### src/rtl/con3_pkg.sv
// Shared constants, FSM state type and sizing helpers for the CON3 servo link.
package con3_pkg;

    localparam int STEP_NS         = 3910;
    localparam int STEPS_PER_FRAME = 256;

    typedef enum logic [1:0] {
        WAIT_LOW,
        WAIT_RISE,
        HIGH,
        DONE
    } dec_state_e;

    function automatic int step_limit(input int clk_period_ns);
        return STEP_NS / clk_period_ns;
    endfunction

    function automatic int presc_width(input int limit);
        return (limit <= 1) ? 1 : $clog2(limit);
    endfunction

    function automatic int step_cnt_width(input int high_cycle, input int low_cycle,
                                          input int timeout_frames);
        return $clog2((high_cycle + low_cycle + 1) * STEPS_PER_FRAME * timeout_frames + 1);
    endfunction

endpackage

### src/rtl/servo_in_conditioner.sv
// Synchronizes the asynchronous servo line, optionally deglitches it
// (SERVO_DECODER_GLITCH_FILTER_EN) and produces registered rise/fall strobes.
module servo_in_conditioner (
    input  logic clk,
    input  logic rst,
    input  logic servo_in,
    output logic line,
    output logic rise,
    output logic fall
);

    logic sync1_q, sync1_d;
    logic sync2_q, sync2_d;
    logic prev_q,  prev_d;
    logic rise_q,  rise_d;
    logic fall_q,  fall_d;
    logic line_in;

`ifdef SERVO_DECODER_GLITCH_FILTER_EN
    logic       filt_q, filt_d;
    logic [1:0] glitch_cnt_q, glitch_cnt_d;

    // The filtered level flips only on the 4th consecutive differing sample.
    always_comb begin
        filt_d       = filt_q;
        glitch_cnt_d = 2'd0;
        if (sync2_q != filt_q) begin
            if (glitch_cnt_q == 2'd3) begin
                filt_d = sync2_q;
            end else begin
                glitch_cnt_d = glitch_cnt_q + 2'd1;
            end
        end
    end

    always_ff @(posedge clk) begin
        if (!rst) begin
            filt_q       <= 1'b1;
            glitch_cnt_q <= 2'd0;
        end else begin
            filt_q       <= filt_d;
            glitch_cnt_q <= glitch_cnt_d;
        end
    end

    assign line_in = filt_q;
`else
    assign line_in = sync2_q;
`endif

    // NOTE: every always_comb output gets a default first so no latch can be inferred.
    always_comb begin
        sync1_d = servo_in;
        sync2_d = sync1_q;
        prev_d  = line_in;
        rise_d  = line_in & ~prev_q;
        fall_d  = ~line_in & prev_q;
    end

    // NOTE: the line pipeline resets to 1 so a line already high at reset release
    // never looks like a fresh rising edge; only a real low-to-high transition counts.
    // NOTE: sequential state uses non-blocking assignments so all flops update together.
    always_ff @(posedge clk) begin
        if (!rst) begin
            sync1_q <= 1'b1;
            sync2_q <= 1'b1;
            prev_q  <= 1'b1;
            rise_q  <= 1'b0;
            fall_q  <= 1'b0;
        end else begin
            sync1_q <= sync1_d;
            sync2_q <= sync2_d;
            prev_q  <= prev_d;
            rise_q  <= rise_d;
            fall_q  <= fall_d;
        end
    end

    assign line = prev_q;
    assign rise = rise_q;
    assign fall = fall_q;

endmodule

### src/rtl/servo_pwm_decoder.sv
// CON3 servo PWM receiver: measures pulse high time in 3.91 us steps and recovers
// the 8-bit angle. Optional deglitching via SERVO_DECODER_GLITCH_FILTER_EN.
module servo_pwm_decoder
    import con3_pkg::*;
#(
    parameter int CLK_PERIOD     = 10,
    parameter int HIGH_CYCLE     = 1,
    parameter int LOW_CYCLE      = 2,
    parameter int TIMEOUT_FRAMES = 2
) (
    input  logic       clk,
    input  logic       rst,
    input  logic       en,
    input  logic       servo_in,
    output logic [7:0] angle,
    output logic       angle_valid,
    output logic       range_err,
    output logic       signal_ok
);

    localparam int STEP_LIMIT = step_limit(CLK_PERIOD);
    localparam int PRESC_W    = presc_width(STEP_LIMIT);
    localparam int CNT_W      = step_cnt_width(HIGH_CYCLE, LOW_CYCLE, TIMEOUT_FRAMES);
    localparam int WIDTH_W    = CNT_W + 1;

    localparam logic [PRESC_W-1:0] PRESC_LAST    = PRESC_W'(STEP_LIMIT - 1);
    localparam logic [PRESC_W-1:0] PRESC_HALF    = PRESC_W'(STEP_LIMIT / 2);
    localparam logic [CNT_W-1:0]   CNT_MAX       = '1;
    localparam logic [CNT_W-1:0]   TIMEOUT_STEPS =
        CNT_W'((HIGH_CYCLE + LOW_CYCLE + 1) * STEPS_PER_FRAME * TIMEOUT_FRAMES);
    localparam logic [CNT_W-1:0]   STUCK_STEPS   = CNT_W'((HIGH_CYCLE + 1) * STEPS_PER_FRAME + 8);
    localparam logic [WIDTH_W-1:0] HIGH_STEPS    = WIDTH_W'(HIGH_CYCLE * STEPS_PER_FRAME);
    localparam logic [WIDTH_W-1:0] RAW_MAX       = WIDTH_W'(255);

    logic srst_n;
    logic line, rise, fall;

    dec_state_e         state_q, state_d;
    logic [PRESC_W-1:0] presc_q, presc_d;
    logic [CNT_W-1:0]   step_cnt_q, step_cnt_d;
    logic [WIDTH_W-1:0] width_q, width_d;
    logic [7:0]         angle_q, angle_d;
    logic               angle_valid_q, angle_valid_d;
    logic               range_err_q, range_err_d;
    logic               signal_ok_q, signal_ok_d;

    logic [PRESC_W-1:0] presc_next;
    logic [CNT_W-1:0]   step_cnt_next;
    logic [WIDTH_W-1:0] raw;

    // Disabling the block is indistinguishable from reset, down to the synchronizer.
    assign srst_n = rst & en;

    servo_in_conditioner u_cond (
        .clk      (clk),
        .rst      (srst_n),
        .servo_in (servo_in),
        .line     (line),
        .rise     (rise),
        .fall     (fall)
    );

    always_comb begin
        presc_next    = (presc_q == PRESC_LAST) ? '0 : presc_q + PRESC_W'(1);
        step_cnt_next = step_cnt_q;
        if (presc_q == PRESC_LAST && step_cnt_q != CNT_MAX) begin
            step_cnt_next = step_cnt_q + CNT_W'(1);
        end
        raw = width_q - HIGH_STEPS;
    end

    always_comb begin
        state_d       = state_q;
        presc_d       = presc_q;
        step_cnt_d    = step_cnt_q;
        width_d       = width_q;
        angle_d       = angle_q;
        angle_valid_d = 1'b0;
        range_err_d   = 1'b0;
        signal_ok_d   = signal_ok_q;

        unique case (state_q)
            WAIT_LOW: begin
                presc_d    = '0;
                step_cnt_d = '0;
                if (!line) begin
                    state_d = WAIT_RISE;
                end
            end
            WAIT_RISE: begin
                if (rise) begin
                    presc_d    = '0;
                    step_cnt_d = '0;
                    state_d    = HIGH;
                end else begin
                    presc_d    = presc_next;
                    step_cnt_d = step_cnt_next;
                    if (step_cnt_q >= TIMEOUT_STEPS) begin
                        signal_ok_d = 1'b0;
                    end
                end
            end
            HIGH: begin
                if (fall) begin
                    // Round to the nearest step using the partial prescaler count.
                    width_d = {1'b0, step_cnt_q} + WIDTH_W'(presc_q >= PRESC_HALF);
                    state_d = DONE;
                end else if (step_cnt_q > STUCK_STEPS) begin
                    range_err_d = 1'b1;
                    signal_ok_d = 1'b0;
                    state_d     = WAIT_LOW;
                end else begin
                    presc_d    = presc_next;
                    step_cnt_d = step_cnt_next;
                end
            end
            DONE: begin
                if (width_q < HIGH_STEPS) begin
                    angle_d     = 8'd0;
                    range_err_d = 1'b1;
                end else if (raw > RAW_MAX) begin
                    angle_d     = 8'd255;
                    range_err_d = 1'b1;
                end else begin
                    angle_d = raw[7:0];
                end
                angle_valid_d = 1'b1;
                signal_ok_d   = 1'b1;
                presc_d       = '0;
                step_cnt_d    = '0;
                state_d       = WAIT_RISE;
            end
            default: state_d = WAIT_LOW;
        endcase
    end

    always_ff @(posedge clk) begin
        if (!srst_n) begin
            state_q       <= WAIT_LOW;
            presc_q       <= '0;
            step_cnt_q    <= '0;
            width_q       <= '0;
            angle_q       <= 8'd0;
            angle_valid_q <= 1'b0;
            range_err_q   <= 1'b0;
            signal_ok_q   <= 1'b0;
        end else begin
            state_q       <= state_d;
            presc_q       <= presc_d;
            step_cnt_q    <= step_cnt_d;
            width_q       <= width_d;
            angle_q       <= angle_d;
            angle_valid_q <= angle_valid_d;
            range_err_q   <= range_err_d;
            signal_ok_q   <= signal_ok_d;
        end
    end

    assign angle       = angle_q;
    assign angle_valid = angle_valid_q;
    assign range_err   = range_err_q;
    assign signal_ok   = signal_ok_q;

endmodule

### config.mk
export PLATFORM = sky130hd
export DESIGN_NAME = servo_pwm_decoder
export DESIGN_NICKNAME = d
export VERILOG_FILES = /design/src/rtl/con3_pkg.sv /design/src/rtl/servo_in_conditioner.sv /design/src/rtl/servo_pwm_decoder.sv
export SDC_FILE = /design/constraint.sdc
export NUM_CORES = 1
export LEC_CHECK = 0
export ABC_CLOCK_PERIOD_IN_PS = 2860
export CAP_MARGIN = 0
export CORE_ASPECT_RATIO = 1.25
export CORE_MARGIN = 5
export CORE_UTILIZATION = 59
export CTS_CLUSTER_DIAMETER = 30
export CTS_CLUSTER_SIZE = 10
export DETAILED_ROUTE_END_ITERATION = 12
export PLACE_DENSITY = 0.79
export SYNTH_ARGS = -nofsm -noshare
export SYNTH_HDL_FRONTEND = slang
export SYNTH_SLANG_ARGS = --single-unit
### constraint.sdc
create_clock -name clk -period 2.86 [get_ports clk]
set_input_delay 0.715 -clock clk [delete_from_list [all_inputs] [get_ports clk]]
set_output_delay 0.715 -clock clk [all_outputs]
set_load 0.1 [all_outputs]
# Word-level counts from Yosys, hierarchy flattened
# Index checks and enable logic that the tools add are counted.
word_totals:
  input_bits: 4
  word_cells: 76
  ff_bits: 52
op_classes:
  n_lt_le_gt_ge: 5
  n_bitwise: 5
  addsub: 4
  n_reduce_logical: 8
  eq_ne: 13
  muxes: 28
op_table:
  columns: ["op", "n"]
  rows:
  - ["12-bit two-way mux", 4]
  - ["9-bit two-way mux", 4]
  - ["12-bit case mux with 3 select lines", 1]
  - ["9-bit case mux with 3 select lines", 1]
  - ["8-bit two-way mux", 2]
  - ["12-bit by 1-bit adder with 13-bit output", 1]
  - ["13-bit by 8-bit > comparator with 1-bit output (second input constant)", 1]
  - ["13-bit by 9-bit less-than comparator with 1-bit output (second input constant)", 1]
  - ["13-bit by 9-bit subtractor with 13-bit output (second input constant)", 1]
  - ["12-bit by 1-bit adder with 12-bit output (second input constant)", 1]
  - ["12-bit greater-or-equal comparator (second input constant)", 1]
  - ["12-bit by 10-bit > comparator with 1-bit output (second input constant)", 1]
  - ["12-bit != test (second input constant)", 1]
  - ["2-bit != test (second input constant)", 6]
  - ["9-bit by 1-bit adder with 9-bit output (second input constant)", 1]
  - ["9-bit equality test (second input constant)", 1]
  - ["9-bit by 8-bit greater-or-equal comparator with 1-bit output (second input constant)", 1]
  - ["1-bit two-way mux", 9]
  - ["2-bit two-way mux", 4]
  - ["2-bit case mux with 4 select lines", 1]
  - ["5-bit AND reduction", 1]
  - ["2-bit equality test (second input constant)", 2]
  - ["2-bit AND reduction", 2]
  - ["1-bit AND", 3]
  - ["11 further kinds", 12]

# Logic depth before layout (Yosys ltp)
# Gate-level depths: netlist (run 1).
depth:
  word_depth: 6
  depth_mapped: 10
  mapped_depth_nobuf: 10

# Modules after synthesis
# Synthesis (run 1) repeated with hierarchy kept, for this count alone.
hier_totals:
  cells_unflattened: 326
  hier_area_um2: 2715.1
by_module_without_submodules:
  columns: ["module", "area_each_um2", "cells_per_inst", "n_inst"]
  rows:
  - ["servo_pwm_decoder", 2578.7, 316, 1]
  - ["servo_in_conditioner", 136.4, 10, 1]

# Worst setup path before layout (run 1)
# No wires, ideal clock.
synth_timing:
  path_type: "flip-flop to flip-flop"
  startpoint: "register presc_q[3]"
  endpoint: "register step_cnt_q[6]"
  setup_ps: 75
  arrival_ps: 2162
  path_stages_with_launch: 6
  t_required_ps: 2785
  setup_slack_ps: 623
  path_cell_list: "dfxtp_1 or4b_4 or2_4 or4_4 or4_1 o22ai_1"
synth_between:
  elab_chain_cells: 6
  elab_cells_between_ends: 7
  cone_classes: "1 x eq/ne; 5 x mux; 1 x reduce/logical"
synth_lines:
  columns: ["element", "line", "source"]
  rows:
  - ["start: declaration", "servo_pwm_decoder.sv:39", "logic [PRESC_W-1:0] presc_q, presc_d;"]
  - ["start signal: assignment", "servo_pwm_decoder.sv:149", "presc_q <= presc_d;"]
  - ["9-bit equality test (*)", "servo_pwm_decoder.sv:66", "if (presc_q == PRESC_LAST && step_cnt_q != CNT_MAX) begin"]
  - ["1-bit logical AND (*)", "servo_pwm_decoder.sv:66", null]
  - ["12-bit two-way mux (*)", "servo_pwm_decoder.sv:66", null]
  - ["12-bit two-way mux", "servo_pwm_decoder.sv:108", "end else if (step_cnt_q > STUCK_STEPS) begin"]
  - ["12-bit two-way mux", "servo_pwm_decoder.sv:104", "if (fall) begin"]
  - ["12-bit case mux with 3 select lines (*)", "servo_pwm_decoder.sv:82", "unique case (state_q)"]
  - ["end signal: assignment", "servo_pwm_decoder.sv:150", "step_cnt_q <= step_cnt_d;"]
  - ["end: declaration", "servo_pwm_decoder.sv:40", "logic [CNT_W-1:0] step_cnt_q, step_cnt_d;"]
# Mark *: on every way between the ends. The rest lies on a longest branch, timed or not. The select of a mux whose other input is x is not followed.
# A chain may end at the register's enable or synchronous reset.

# Worst setup path after layout (run 1)
layout_timing:
  startpoint: "register step_cnt_q[4]"
  endpoint: "register presc_q[1]"
layout_between:
  elab_chain_cells: 3
layout_lines:
  columns: ["element", "line"]
  rows:
  - ["12-bit by 10-bit > comparator with 1-bit output", "servo_pwm_decoder.sv:108"]
  - ["2-bit != test (no source line)", null]
  - ["2-bit AND reduction (no source line)", null]
# Every way passes these cells.

==> results of run 1 <==
kinds of logic (layout without fill, tap and decap cells):
logic type / Yosys count / in the layout / synth area share
adder cells (fa/ha/maj): 13 / 13 / 0.0585
AO/OA/AOI/OAI: 101 / 101 / 0.228
XOR/XNOR: 6 / 6 / 0.0189
buffers and inverters: 33 / 42 / 0.0459
multiplexers: 1 / 1 / 0.00360
flip-flops: 52 / 52 / 0.374
AND/OR/NAND/NOR: 138 / 138 / 0.272
per-stage QoR:
step	area [sq um]	total power, mW
5_1_grt	3040	1.20
6_report	3040	1.17
3_3_place_gp	2950	0.766
4_1_cts	3040	1.18
2_1_floorplan	2780	0.757
3_5_place_dp	2950	0.766
cell usage after synthesis, types with 7 or more instances:
library cell  count
clkbuf_1         17
o21ai_1          11
nand3_1          14
or3_1            11
nor3_1            8
or4_1             9
o21ai_0          17
nand2_1          30
a21oi_1          31
inv_1            11
ha_1             13
dfxtp_1          52
a31oi_1           7
nor2_1           26
worst max-delay path: cells and delay by family (launching register included):
kind / cells / cell delay, ps
AOI/OAI and AO/OA: 3 / 860
buffers and inverters: 1 / 280
DFF: 1 / 390
and+or+nand+nor: 2 / 900
registers in the layout, indices dropped and copies added (netlist names):
signal / count
width_q: 13
step_cnt_q: 12
presc_q: 9
range_err: 1
u_cond.line: 1
angle: 8
u_cond.sync1_q: 1
state_q: 2
angle_valid: 1
u_cond.fall: 1
u_cond.rise: 1
signal_ok: 1
u_cond.line_in: 1
cell usage in the layout (no fill, tap or decap), types with 2 or more instances in the layout:
cell type / count
o21ai_1: 11
xnor2_1: 4
dfxtp_1: 52
xor2_1: 2
nand3_1: 14
a311oi_1: 6
nand4b_1: 3
o21ai_0: 17
a31oi_1: 7
nor2_1: 26
ha_1: 13
clkinv_2: 2
o21a_1: 3
o2111ai_1: 2
o31a_1: 2
a32o_1: 3
o211ai_1: 2
nor3_1: 8
nor3b_1: 4
nand4_1: 6
a21oi_1: 31
and2_1: 2
buf_4: 19
inv_1: 11
nand2b_1: 6
a211oi_1: 6
and3_2: 2
nand2_1: 30
and4_1: 4
clkbuf_8: 5
or4_1: 9
o22ai_1: 2
or3_1: 11
and3_1: 3
clkdlybuf4s50_1: 3
power breakdown:
group          switching (mW)  internal, mW
combinational          0.0166       0.00790
sequential           0.000414         0.724
clock                   0.249         0.171
total                   0.266         0.903
worst max-delay path by stage:
stage / slack [ps] / depth (start not counted) / to / from
detailed placement: 410 / 6 / presc_q[1]$_SDFFE_PN0P_ / step_cnt_q[4]$_SDFFE_PN0P_
global placement: 430 / 6 / presc_q[1]$_SDFFE_PN0P_ / step_cnt_q[4]$_SDFFE_PN0P_
global route: 210 / 5 / step_cnt_q[8]$_SDFFE_PN0P_ / step_cnt_q[4]$_SDFFE_PN0P_
CTS: 380 / 6 / presc_q[1]$_SDFFE_PN0P_ / step_cnt_q[4]$_SDFFE_PN0P_
finish: 360 / 6 / presc_q[1]$_SDFFE_PN0P_ / step_cnt_q[4]$_SDFFE_PN0P_
floorplan: 620 / 5 / step_cnt_q[6]$_SDFFE_PN0P_ / presc_q[3]$_SDFFE_PN0P_
per-layer routing:
metal,up-vias,part of all wire,GRT usage
li1,1295,-,-
met1,1172,0.42,0.229
met2,51,0.51,0.392
met3,16,0.034,0.0394
met4,0,0.032,0.101
met5,-,0,0
area by class of cell:
cell class,instances,area (sq um)
Sequential cell,52,1040
Tap cell,60,75.1
Clock buffer,5,68.8
Multi-Input combinational cell,259,1610
Fill cell,423,1620
Clock inverter,3,18.8
Timing Repair Buffer,22,173
Inverter,12,45.0
==> qor.txt, run 1 <==
Outcome: completed
Avg Cell Area, Syn: 8.09 sq um
Area contributors post-synth: dfxtp_1 (37%), ha_1 (5.8%), a21oi_1 (5.6%)
Area of the mapped netlist: 0.00278 sq mm
First-pass GRT wire length: 10700 microns
Sequential fraction of the synthesis area: 0.374
Worst IR Drop VDD: 0.000256 V
Total Wirelength: 6360 microns
Clock skew: 8.59 ps
Fin nets: 369
Crit path launch type: register
Post-DR wirelength/cell: 15.4 microns
DP Wirelength: 4590 microns
Worst Tran Pin Value: 683 ps
Fin crit period: 2500 ps
Synth-to-Final Area Change: 9.08%
Final Hold Violating Endpoints: 0
Max-capacitance violation count: 0
Total track usage: 0.212
Clk slew on worst S/H paths: 100 ps
Max-Slew Margin vs Limit: 0.545
Syn_nets: 361
Inst Count DP: 405
Crit-path max FO: 22
Endpoint class of the critical path: register
Clk root buf: clkbuf_8
Fin cells: 413
Worst path cell trace: or4_1 -> o31a_1 -> o21a_1 -> buf_4 -> or3_1 -> a21oi_1
Critical path class: register to register
Finish-stage setup viols: 0
Final ANT Viol Nets: 0
Post-synth top area share: 0.374
Max-slew violations: 0
Worst-skew pair later-pin latency: 310 ps
Hold path depth: 1
Worst r2r src: step_cnt_q[4]$_SDFFE_PN0P_
Layout cells sized above 1: 0.0992
Post-synth EDFFs: 0
P_leak: 1.01 nW
Vias: 2534
Initial core utilization: 0.597
Die area: 0.00620 sq mm
Die X-Extent: 71.4 microns
Post-CTS Hold Buffers: 0
Post-synthesis cell count: 344
RSZ-0062 raised after global routing: false
Critical Path Slowest Stage Cell: or4_1
Req. time, crit path: 3110 ps
Hold Path Sink: u_cond.line_in$_SDFF_PN1_
GPL Wtd Cong: 0.901
Vias in the first global route: 2389
# DRC: 0
Synth warn: 0
Yosys top cell by area: dfxtp_1
FF-to-FF setup slack: 360 ps
Netlist cell types: 55
CTS H-tree depth: 2
Worst setup margin: 360 ps
First-pass iteration count of the detailed router: 4
Iteration-0 DRC Markers: 173
R2R depth: 6
Core Region: 0.00466 sq mm
CTS Buf Count: 5
Final core occ: 0.651
Hold Path Class: register to register
Fin Setup TNS: 0 ps
Die H: 86.8 microns
Hold Slack: 427 ps
Vias per cell: 6.14
CTS max path bufs: 2
Pre-CTS setup slack: 411 ps
Seq cells post-synth: 52
F_max: 400 MHz
Worst path max stage delay: 560 ps
Hold_sp: u_cond.sync1_q$_SDFF_PN1_
Clock sink total: 52
I/O pin total: 15
PortBufs: 14
Setup Fix Bufs, Post-CTS: 0
Async SR Flop Fraction: 0
Pwr dens: 385 mW/mm^2
GR Overflow Total: 0
Diodes inserted: 0
CP arrival: 2750 ps
Rows: 28
Pin count of the biggest net entering global routing: 43
Tcrit/Tclk final: 0.874
Post_cts resized: 0
CTS tree: done
Initial antenna violation count: 0
Worst flop-to-flop path endpoint: presc_q[1]$_SDFFE_PN0P_
Ys flop type: dfxtp_1
Power figures use the tool's default switching activity.
==> inputs of run 2 (changes only) <==
CORE_UTILIZATION = 30   (was 59)
PLACE_DENSITY = not set   (was 0.79)
==> qor.txt, run 2 (synthesis gave the netlist of run 1 again) <==
Die H: 118 microns (+36%)
Fin nets: 371 (+0.54%)
P_leak: 1.06 nW (+4.1%)
Final Hold Violating Endpoints: 0 (unchanged)
Pre-CTS setup slack: 420 ps (+9.93 ps)
F_max: 403 MHz (+0.85%)
Fin cells: 478 (+16%)
Post-CTS Hold Buffers: 0 (unchanged)
RSZ-0062 raised after global routing: false
CTS H-tree depth: 2 (unchanged)
Endpoint class of the critical path: register
Die area: 0.0113 sq mm (+83%)
# DRC: 0 (unchanged)
PortBufs: 14 (unchanged)
Post-route total power: 1.43 mW (+22%)
Setup Fix Bufs, Post-CTS: 0 (unchanged)
Clock skew: 4.07 ps (-4.51 ps)
Storage cell area: 0.00104 sq mm (unchanged)
Die X-Extent: 96.1 microns (+35%)
Hold Slack: 423 ps (-4.03 ps)
Critical Path Source: step_cnt_q[4]$_SDFFE_PN0P_
Max-Slew Margin vs Limit: 0.599 (+0.0538)
Critical path class: register to register
Hold_sp: u_cond.sync1_q$_SDFF_PN1_
Max reg flops: 13 (unchanged)
I/O pin total: 15 (unchanged)
First-pass iteration count of the detailed router: 4 (unchanged)
Iteration-0 DRC Markers: 101 (-42%)
Req. time, crit path: 3080 ps (-30 ps)
CTS Buf Count: 5 (unchanged)
Post_cts resized: 0 (unchanged)
Core Region: 0.00913 sq mm (+96%)
Max-slew violations: 0 (unchanged)
Inst Count DP: 470 (+16%)
Tcrit/Tclk final: 0.867 (-0.00736)
Synth-to-Final Area Change: 15.3%
GPL Wtd Cong: 0.862 (-4.3%)
Worst Tran Pin Value: 602 ps (-80.7 ps)
First-pass GRT wire length: 11200 microns (+5.1%)
Post-DR wirelength/cell: 13.4 microns (-13%)
Initial antenna violation count: 0 (unchanged)
Total track usage: 0.120 (-0.0925)
Initial core utilization: 0.305 (-0.292)
Biggest regs: width_q x13, step_cnt_q x12, presc_q x9
Vias in the first global route: 2459 (+2.9%)
Outcome: completed
CTS tree: done
Worst IR Drop VDD: 0.000232 V (-9.1%)
Clk root buf: clkbuf_16
Vias: 2493 (-1.6%)
GR Overflow Total: 0 (unchanged)
Largest Register: width_q
Clk slew on worst S/H paths: 70 ps (-30 ps)
CP arrival: 2700 ps (-50 ps)
Crit-path max FO: 20 (-9.1%)
DP Wirelength: 4750 microns (+3.5%)
Vias per cell: 5.22 (-15%)
Fin Setup TNS: 0 ps (unchanged)
Filler cell count: 989 (+130%)
Worst r2r src: step_cnt_q[4]$_SDFFE_PN0P_
Most common cell after layout, fill and taps aside: dfxtp_1
Rows: 39 (+39%)
Final ANT Viol Nets: 0 (unchanged)
Clock sink total: 52 (unchanged)
Commonest non-fill, non-tap cells in the layout: dfxtp_1 (52), a21oi_1 (31), nand2_1 (30)
Multi-input gate area: 0.00161 sq mm (unchanged)
Worst-skew pair later-pin latency: 290 ps (-20 ps)
Hold Path Class: register to register
Pin count of the biggest net entering global routing: 33 (-23%)
Layout cells sized above 1: 0.104 (+0.00508)
Fin crit period: 2480 ps (-21.1 ps)
Crit path launch type: register
Max-capacitance violation count: 0 (unchanged)
Total Wirelength: 6400 microns (+0.58%)
Finish-stage setup viols: 0 (unchanged)
Worst setup margin: 381 ps (+21.1 ps)
Diodes inserted: 0 (unchanged)
CTS max path bufs: 2 (unchanged)
Pwr dens: 446 mW/mm^2 (+16%)
run 2: cell count changes in the layout (fill, tap and decap cells not counted):
| cell | change |
|---|---|
| clkinv_4 | -1 |
| buf_4 | +2 |
| clkbuf_16 | +5 |
| bufinv_16 | +1 |
| clkinv_2 | -1 |
| clkinvlp_4 | +1 |
| clkbuf_8 | -5 |
run 2: power breakdown:
part           leakage, nW  total (mW)  switching, mW  internal [mW]
registers            0.419       0.725       0.000425          0.725
clock network       0.0798       0.679          0.268          0.411
logic                0.557      0.0258         0.0170        0.00883
run 2: area by class of cell:
| cell class | instances | share of cell area |
|---|---|---|
| Clock inverter | 3 | 0.0133 |
| Inverter | 12 | 0.0140 |
| Timing Repair Buffer | 24 | 0.0585 |
| Clock buffer | 5 | 0.0390 |
| Multi-Input combinational cell | 259 | 0.503 |
| Sequential cell | 52 | 0.324 |
| Tap cell | 123 | 0.0480 |
run 2: metal layers:
layer	track usage	wire length, microns
met1	0.148	2820
met2	0.202	3300
met3	0.0185	170
met4	0.0498	114
met5	0	0
run 2: worst paths after layout:
| path | depth (start not counted) | slack, ps | end |
|---|---|---|---|
| worst max-delay path | 5 | 380 | step_cnt_q[4]$_SDFFE_PN0P_ |
| worst min-delay path | 1 | 420 | u_cond.line_in$_SDFF_PN1_ |
| worst max register to register | 5 | 380 | step_cnt_q[4]$_SDFFE_PN0P_ |
| worst min register to register | 1 | 420 | u_cond.line_in$_SDFF_PN1_ |
run 2: critical path: stages, from the launching register on:
cell and delay, ps:
dfxtp_1 380, or4_1 580, o31a_1 310, o21a_1 400, or4_1 580, o22ai_1 150
run 2: through the flow:
stage | cell area [sq um] | utilization
after global placement | 3040 | 0.333
after global routing | 3210 | 0.352
after detailed placement | 3040 | 0.333
after CTS | 3210 | 0.352
after floorplan | 2780 | -
final | 3210 | 0.352
==> inputs of run 3 (changes only) <==
MAX_ROUTING_LAYER = met4   (was not set)
RECOVER_POWER = 50   (was not set)
==> qor.txt, run 3 (synthesis gave the netlist of run 1 again) <==
Outcome: completed
P_leak: 1.00 nW (-4.9%)
Max-capacitance violation count: 0 (unchanged)
Endpoint class of the critical path: register
Multi-input gate area: 0.00161 sq mm (unchanged)
Rows: 39 (unchanged)
Clk root buf: clkbuf_16
CTS max path bufs: 2 (unchanged)
Max reg flops: 13 (unchanged)
GR Overflow Total: 0 (unchanged)
Layout cells sized above 1: 0.0704 (-0.0338)
Fin crit period: 2490 ps (+12.1 ps)
Filler cell count: 1009 (+2.0%)
Final core occ: 0.346 (-0.00521)
Most common cell after layout, fill and taps aside: dfxtp_1
Die H: 118 microns (unchanged)
Storage cell area: 0.00104 sq mm (unchanged)
Fin nets: 371 (unchanged)
Pwr dens: 453 mW/mm^2 (+1.6%)
Diodes inserted: 0 (unchanged)
Finish-stage setup viols: 0 (unchanged)
Crit path buf inv count: 0 (unchanged)
RSZ-0062 raised after global routing: false
Biggest regs: width_q x13, step_cnt_q x12, presc_q x9
Vias in the first global route: 2455 (-0.16%)
I/O pin total: 15 (unchanged)
DP Wirelength: 4750 microns (unchanged)
Post-CTS Hold Buffers: 0 (unchanged)
Clock sink total: 52 (unchanged)
First-pass GRT wire length: 11200 microns (+0.19%)
Delay-heaviest family, CP: simple AND/OR/NAND/NOR gates
Worst path max stage delay: 580 ps (about the same)
Crit path depth: 5 (unchanged)
First-pass iteration count of the detailed router: 4 (unchanged)
Max-Slew Margin vs Limit: 0.211 (-0.388)
Req. time, crit path: 3070 ps (about the same)
Synth-to-Final Area Change: 13.6%
Crit path launch type: register
FF-to-FF setup slack: 370 ps (about the same)
CTS H-tree depth: 2 (unchanged)
PortBufs: 14 (unchanged)
Total Wirelength: 6460 microns (+0.94%)
Max-slew violations: 0 (unchanged)
Post-DR wirelength/cell: 13.5 microns (+0.94%)
Iteration-0 DRC Markers: 118 (+17%)
Final ANT Viol Nets: 0 (unchanged)
Final Hold Violating Endpoints: 0 (unchanged)
CTS Buf Count: 5 (unchanged)
Critical path's most frequent cell: or4_1
Tcrit/Tclk final: 0.871 (+0.00422)
Crit-path max FO: 20 (unchanged)
Vias per cell: 5.19 (-0.56%)
Pin count of the biggest net entering global routing: 33 (unchanged)
Clk slew on worst S/H paths: 70 ps (about the same)
Largest Register: width_q
Total track usage: 0.123 (+0.00337)
Worst-skew pair later-pin latency: 290 ps (about the same)
GPL Wtd Cong: 0.876 (+1.6%)
CP arrival: 2700 ps (about the same)
Critical Path Slowest Stage Cell: or4_1
# DRC: 0 (unchanged)
Worst IR Drop VDD: 0.000233 V (+0.21%)
Initial antenna violation count: 0 (unchanged)
Critical path class: register to register
Vias: 2479 (-0.56%)
Post-route total power: 1.43 mW (about the same)
Hold path depth: 1 (unchanged)
Initial core utilization: 0.305 (unchanged)
Post_cts resized: 0 (unchanged)
CTS tree: done
R2R depth: 5 (unchanged)
Die X-Extent: 96.1 microns (unchanged)
Hold Path Class: register to register
F_max: 401 MHz (-0.48%)
Clock skew: 4.22 ps (+0.145 ps)
Commonest non-fill, non-tap cells in the layout: dfxtp_1 (52), a21oi_1 (31), nand2_1 (30)
Setup Fix Bufs, Post-CTS: 0 (unchanged)
Core Region: 0.00913 sq mm (unchanged)
Worst Tran Pin Value: 1190 ps (+587 ps)
Fin Setup TNS: 0 ps (unchanged)
Die area: 0.0113 sq mm (unchanged)
Worst path cell trace: or4_1 -> o31a_1 -> o21a_1 -> or4_1 -> a21oi_1
[run 3: routing by layer]
metal	wire, microns	GRT usage
met1	2840	0.148
met5	0	-
met2	3300	0.202
met3	203	0.0185
met4	113	0.0498
[run 3: final cells by class]
| type | instances | area share |
|---|---|---|
| clock inverter | 3 | 0.0135 |
| tap | 123 | 0.0487 |
| sequential | 52 | 0.329 |
| clock buffer | 5 | 0.0396 |
| multi-input combinational | 259 | 0.510 |
| inverter | 12 | 0.0142 |
| timing repair buffer | 24 | 0.0443 |
[run 3: path summary, 6_finish.rpt]
path	from	end
setup / recovery	step_cnt_q[4]$_SDFFE_PN0P_	step_cnt_q[5]$_SDFFE_PN0P_
hold / removal	u_cond.sync1_q$_SDFF_PN1_	u_cond.line_in$_SDFF_PN1_
setup reg to reg	step_cnt_q[4]$_SDFFE_PN0P_	step_cnt_q[5]$_SDFFE_PN0P_
hold reg to reg	u_cond.sync1_q$_SDFF_PN1_	u_cond.line_in$_SDFF_PN1_
[run 3: where the power goes]
part | total [mW] | switching [mW] | internal, mW
Sequential | 0.725 | 0.000424 | 0.725
Clock | 0.682 | 0.270 | 0.411
Combinational | 0.0245 | 0.0170 | 0.00752
Total | 1.43 | 0.288 | 1.14
[run 3: per-stage QoR]
stage,instance area [sq um],hold slack (ps),std cells,setup WS (ps)
finish,3160,424,478,369
floorplan,2780,386,344,623
detailed placement,3040,417,470,420
global placement,3040,389,470,441
global route,3160,442,478,214
CTS,3210,434,478,382
==> RTL change 1, RTL diff (config.mk and constraints of run 2) <==
Add a define of `SERVO_DECODER_GLITCH_FILTER_EN`.
--- a/src/rtl/servo_in_conditioner.sv
+++ b/src/rtl/servo_in_conditioner.sv
@@ -2,2 +2,4 @@
 // (SERVO_DECODER_GLITCH_FILTER_EN) and produces registered rise/fall strobes.
+`define SERVO_DECODER_GLITCH_FILTER_EN
+
 module servo_in_conditioner (
Function: changed (Yosys sat finds a counterexample within 10 cycles, from zero or initial values).
==> RTL change 1 against run 2 <==
Combinational power fell by 40%; worst setup slack gained 0.068 ns; sequential power rose by 5.7%; clock skew rose by 0.0049 ns; non-clock buffer count down 5; area after synthesis decreased by 1.4%; final area shrank 3.2%; wire length is 7.5% lower; sequential cell count grew 3; power is 2.6% lower; critical path type unchanged.
==> RTL change 1: results (changes against run 2) <==
| Metric | Value |
|---|---|
| Outcome | finished, final reports clean |
| Synth Area in Adders | 6.38% (+0.54 points) |
| Critical Path AT | 2.62 ns (-0.08 ns) |
| Hold Crit Depth | 1 (unchanged) |
| Largest net degree at the start of global routing | 30 (-9.1%) |
| Synth unique cells | 48 (-13%) |
| Leakage | 1.00 nW (-5.1%) |
| YS warnings | 0 (unchanged) |
| Worst skew pair latency | 0.29 ns (about the same) |
| Total CTS buffers | 5 (unchanged) |
| Synth async-reset ratio | 0% (unchanged) |
| Critical Path Fanout Max | 22 (+10%) |
| Worst vdd ir | 0.000260 V (+12%) |
| Syn Nets | 344 (-4.7%) |
| Layout cells sized above 1 | 9.28% (-1.1 points) |
| Seq/Total Area, Yosys | 40.1% (+2.7 points) |
| Gr usage total | 11.2% (-0.74 points) |
| Starting DRC count in detailed routing | 159 (+57%) |
| Port bufs | 14 (unchanged) |
| DRT Pass-1 Iters | 6 (+2) |
| Total of cells resized after clock tree synthesis | 0 (unchanged) |
| DR vias/cell | 5.10 (-2.2%) |
| First-pass GRT wire length | 10200 um (-9.2%) |
| Worst reg2reg path depth | 5 (unchanged) |
| WL per Instance | 12.9 um (-3.3%) |
| Worst Tran Pin Value | 0.738 ns (+0.136 ns) |
| Clk root buf | clkbuf_16 |
| Clock tree buffer depth | 2 (unchanged) |
| Post-synthesis compound-gate area fraction | 20.2% (-2.6 points) |
| Synth top cells by count | dfxtp_1, nor2_1, a21oi_1 |
| XOR/XNOR Fraction of Synth Area | 3.83% (+1.9 points) |
| Top flop regs | width_q x13, step_cnt_q x12, presc_q x9 |
| Reg clk slew, reported paths | 0.07 ns (about the same) |
| Antenna violations before repair | 0 (unchanged) |
| Vias in the first global route | 2196 (-11%) |
| Clock Skew | 0.00902 ns (+0.00495 ns) |
| Final setup violation count | 0 (unchanged) |
| Layout net count | 351 (-5.4%) |
| Antenna diode count | 0 (unchanged) |
| Multiplexer area fraction after synthesis | 0.730% (+0.37 points) |
| Top_reg_cell synth | dfxtp_1 |
| Fillers | 963 (-2.6%) |
| CTS H-tree depth | 2 (unchanged) |
| Final GP Congestion | 0.807 (-6.4%) |
| Hpwl dp | 4330 um (-8.9%) |
| Top cells by area, synth | dfxtp_1, ha_1, a21oi_1 |
| Worst Hold Class | flop to flop |
| Postcts setup bufs | 0 (unchanged) |
RTL change 1: changes by cell type in the layout (fill, tap and decap cells not counted), moves of 4 or more:
cell | before | now
o21ai_1 | 11 | 2
o31ai_1 | 1 | 7
buf_4 | 21 | 16
nor2_1 | 26 | 31
xor2_1 | 2 | 7
o21ai_0 | 17 | 21
RTL change 1: cells by family (layout without fill, tap and decap cells):
family / after synthesis / after routing
mux: 2 / 2
flops: 55 / 55
compound gates: 89 / 89
xor+xnor: 12 / 12
buf+inv: 29 / 37
fa+ha+maj: 14 / 14
simple gates: 125 / 125
RTL change 1: layout make-up:
| cell class | count | area share (%) |
|---|---|---|
| clock buffer | 5 | 4.03 |
| clock inverter | 3 | 0.725 |
| inverter | 10 | 1.21 |
| multi-input combinational | 242 | 48.8 |
| sequential | 55 | 35.5 |
| tap | 123 | 4.96 |
| timing repair buffer | 19 | 4.83 |
RTL change 1: worst paths after layout:
path	start	slack, ns	to
worst min-delay path	u_cond.sync1_q$_SDFF_PN1_	0.42	u_cond.sync2_q$_SDFF_PN1_
worst max register to register	step_cnt_q[7]$_SDFFE_PN0P_	0.45	step_cnt_q[11]$_SDFFE_PN0P_
worst max-delay path	step_cnt_q[7]$_SDFFE_PN0P_	0.45	step_cnt_q[11]$_SDFFE_PN0P_
worst min register to register	u_cond.sync1_q$_SDFF_PN1_	0.42	u_cond.sync2_q$_SDFF_PN1_
RTL change 1: layer usage:
| metal | GRT usage, % | wire length (um) |
|---|---|---|
| met5 | 0 | 0 |
| met4 | 3.51 | 89 |
| met3 | 1.73 | 168 |
| met2 | 20.5 | 2990 |
| met1 | 13.4 | 2670 |
RTL change 1: per-stage QoR:
step / instances / cell area [um2] / worst slack [ns] / utilization (%)
floorplan: 326 / 2740 / 0.694 / -
global placement: 449 / 2960 / 0.537 / 32.8
detailed placement: 449 / 2960 / 0.484 / 32.8
CTS: 457 / 3110 / 0.464 / 34.4
global route: 457 / 3110 / 0.188 / 34.4
finish: 457 / 3110 / 0.450 / 34.4
RTL change 1: report_power, final:
part / switching [W] / internal (W) / leakage (nW)
registers: 0.000000261 / 0.000766 / 0.443
logic: 0.00000952 / 0.00000609 / 0.484
clock network: 0.000283 / 0.000328 / 0.0742
total: 0.000293 / 0.00110 / 1.00
RTL change 1: critical path, cell delays in order (launching register included):
cell,delay [ns]
dfxtp_1,0.37
or4_4,0.58
nor4_4,0.40
nor2_2,0.26
or4_1,0.55
a21oi_1,0.17
==> RTL change 2, RTL diff (settings of run 2) <==
Made on the original files. Put one more register stage on the output `angle`, cleared by the reset. The value now appears one clock later. The other outputs are not delayed to match.
--- a/src/rtl/servo_pwm_decoder.sv
+++ b/src/rtl/servo_pwm_decoder.sv
@@ -158,3 +158,9 @@
 
-    assign angle       = angle_q;
+    always_ff @(posedge clk) begin
+        if (!srst_n) begin
+            angle <= '0;
+        end else begin
+            angle <= angle_q;
+        end
+    end
     assign angle_valid = angle_valid_q;
Function: same outputs for any inputs over 10 cycles, from zero or initial values; that may be too few to reach the edited logic, so the function may still have changed.
==> RTL change 2 against run 2 <==
First-iteration DRC count grew 120%; worst setup slack gained 0.015 ns; non-clock buffer count fell by 4; synthesized cell count shrank 2.6%; wire length fell by 1.4%; combinational power decreased by 28%; final area is 6.3% higher; sequential share of layout area is 2.8 points higher; area after synthesis is 2.9% higher; sequential cell count increased by 8; count of clock-buffer cells in the layout up 7; die area increased by 2.6%; power grew 36%; critical endpoint is now step_cnt_q[6]$_SDFFE_PN0P_; largest cell class unchanged; largest power group is now the clock network; highest routed layer unchanged.
==> RTL change 2: results (changes against run 2) <==
| Metric | Value |
|---|---|
| DRT antenna net count | 0 (unchanged) |
| Fillers | 944 (-4.6%) |
| Hpwl dp | 4480 um (-5.8%) |
| Total of cells resized after clock tree synthesis | 0 (unchanged) |
| Top cells by area, synth | dfxtp_1, ha_1, a21oi_1 |
| Final Hold Vio Count | 0 (unchanged) |
| Critical Path Fanout Max | 22 (+10%) |
| Hold Crit Depth | 1 (unchanged) |
| Clock Skew | 0.00468 ns (+0.000608 ns) |
| Antenna violations before repair | 0 (unchanged) |
| Top_reg_cell synth | dfxtp_1 |
| DRT Pass-1 Iters | 4 (unchanged) |
| Outcome | finished, final reports clean |
| Synth top cells by count | dfxtp_1, nand2_1, nor2_1 |
| Starting DRC count in detailed routing | 224 (+120%) |
| Synth Area per Inst | 8.55 um2 (+5.7%) |
| Setup crit start | step_cnt_q[4]$_SDFFE_PN0P_ |
| Worst Tran Pin Value | 0.649 ns (+0.0472 ns) |
| Slowest cell on crit path | or4_4 |
| Final GP Congestion | 0.794 (-7.9%) |
| Post-route cell area | 3410 um2 (+6.3%) |
| Layout cells sized above 1 | 11.8% (+1.4 points) |
| First-pass GRT wire length | 10700 um (-4.4%) |
| Layout net count | 367 (-1.1%) |
| Leakage | 1.23 nW (+16%) |
| Final wirelength | 6310 um (-1.4%) |
| Area after DPL | 3110 um2 (+2.2%) |
| CTS H-tree depth | 3 (+1) |
| Largest net degree at the start of global routing | 27 (-18%) |
| Crit path capture | step_cnt_q[6]$_SDFFE_PN0P_ |
| Vias in the first global route | 2331 (-5.2%) |
| Metal1 wirelength | 2890 um (+2.6%) |
| Final std cells w/o fill | 481 (+0.63%) |
| WL met2 | 3080 um (-6.5%) |
| Seq/Total Area, Yosys | 41.9% (+4.5 points) |
| Gr usage total | 11.2% (-0.77 points) |
| Synth unique cells | 53 (-3.6%) |
| Met3 wire length | 217 um (+28%) |
| Worst Hold Class | flop to flop |
| Port bufs | 14 (unchanged) |
| Clk root buf | clkbuf_16 |
| Worst vdd ir | 0.000207 V (-11%) |
| Worst skew pair latency | 0.33 ns (+0.04 ns) |
| Placed Cells | 465 (-1.1%) |
| Top flop regs | width_q x13, step_cnt_q x12, presc_q x9 |
| Reg clk slew, reported paths | 0.05 ns (-0.02 ns) |
| Syn Nets | 352 (-2.5%) |
| Antenna diode count | 0 (unchanged) |
| Total CTS buffers | 9 (+4) |
| Hold path start | u_cond.sync1_q$_SDFF_PN1_ |
| Clock tree buffer depth | 2 (unchanged) |
| Critical Path AT | 2.73 ns (+0.03 ns) |
| DR vias/cell | 4.99 (-4.3%) |
| Worst path max stage delay | 0.59 ns |
==> RTL change 2: changes by cell type after synthesis, sizes merged, moves of 6 or more <==
cell,run 2,this run
inv,11,21
o21ai,28,19
dfxtp,52,60
a21oi,31,24
o22ai,2,8
or4,10,4
==> RTL change 2: final cells by class <==
| type | count | share of cell area [%] |
|---|---|---|
| Clock inverter | 4 | 1.39 |
| Tap cell | 126 | 4.62 |
| Timing Repair Buffer | 20 | 4.62 |
| Multi-Input combinational cell | 238 | 44.3 |
| Clock buffer | 12 | 7.52 |
| Inverter | 21 | 2.31 |
| Sequential cell | 60 | 35.2 |
==> RTL change 2: metal layers <==
layer / vias to the layer above / GRT usage, %
li1: 1243 / -
met4: 0 / 7.01
met5: - / 0
met1: 1108 / 13.2
met3: 8 / 2.23
met2: 42 / 18.6
==> RTL change 2: cell families after synthesis <==
kind of cell | after synthesis | share of synthesized area [%]
compound gates | 84 | 19.4
xor+xnor | 8 | 2.45
fa+ha+maj | 13 | 5.68
buf+inv | 37 | 5.24
flops | 60 | 41.9
mux | 2 | 0.699
simple gates | 131 | 24.6
==> RTL change 2: through the flow <==
step           hold slack, ns  setup WS [ns]
2_1_floorplan           0.386          0.684
3_3_place_gp            0.406          0.431
3_5_place_dp            0.396          0.395
4_1_cts                 0.412          0.389
5_1_grt                 0.425          0.161
6_report                0.407          0.396
==> RTL change 2: critical path: cells and delay by family, from the launching register on <==
kind | cells | cell delay (ns)
compound gates | 2 | 0.46
flops | 1 | 0.38
simple gates | 3 | 1.56
==> RTL change 2: where the power goes <==
part / leakage (nW) / switching, W / internal, W
Sequential: 0.483 / 0.000000457 / 0.000838
Clock: 0.149 / 0.000366 / 0.000717
Combinational: 0.596 / 0.0000110 / 0.00000757
Total: 1.23 / 0.000377 / 0.00156
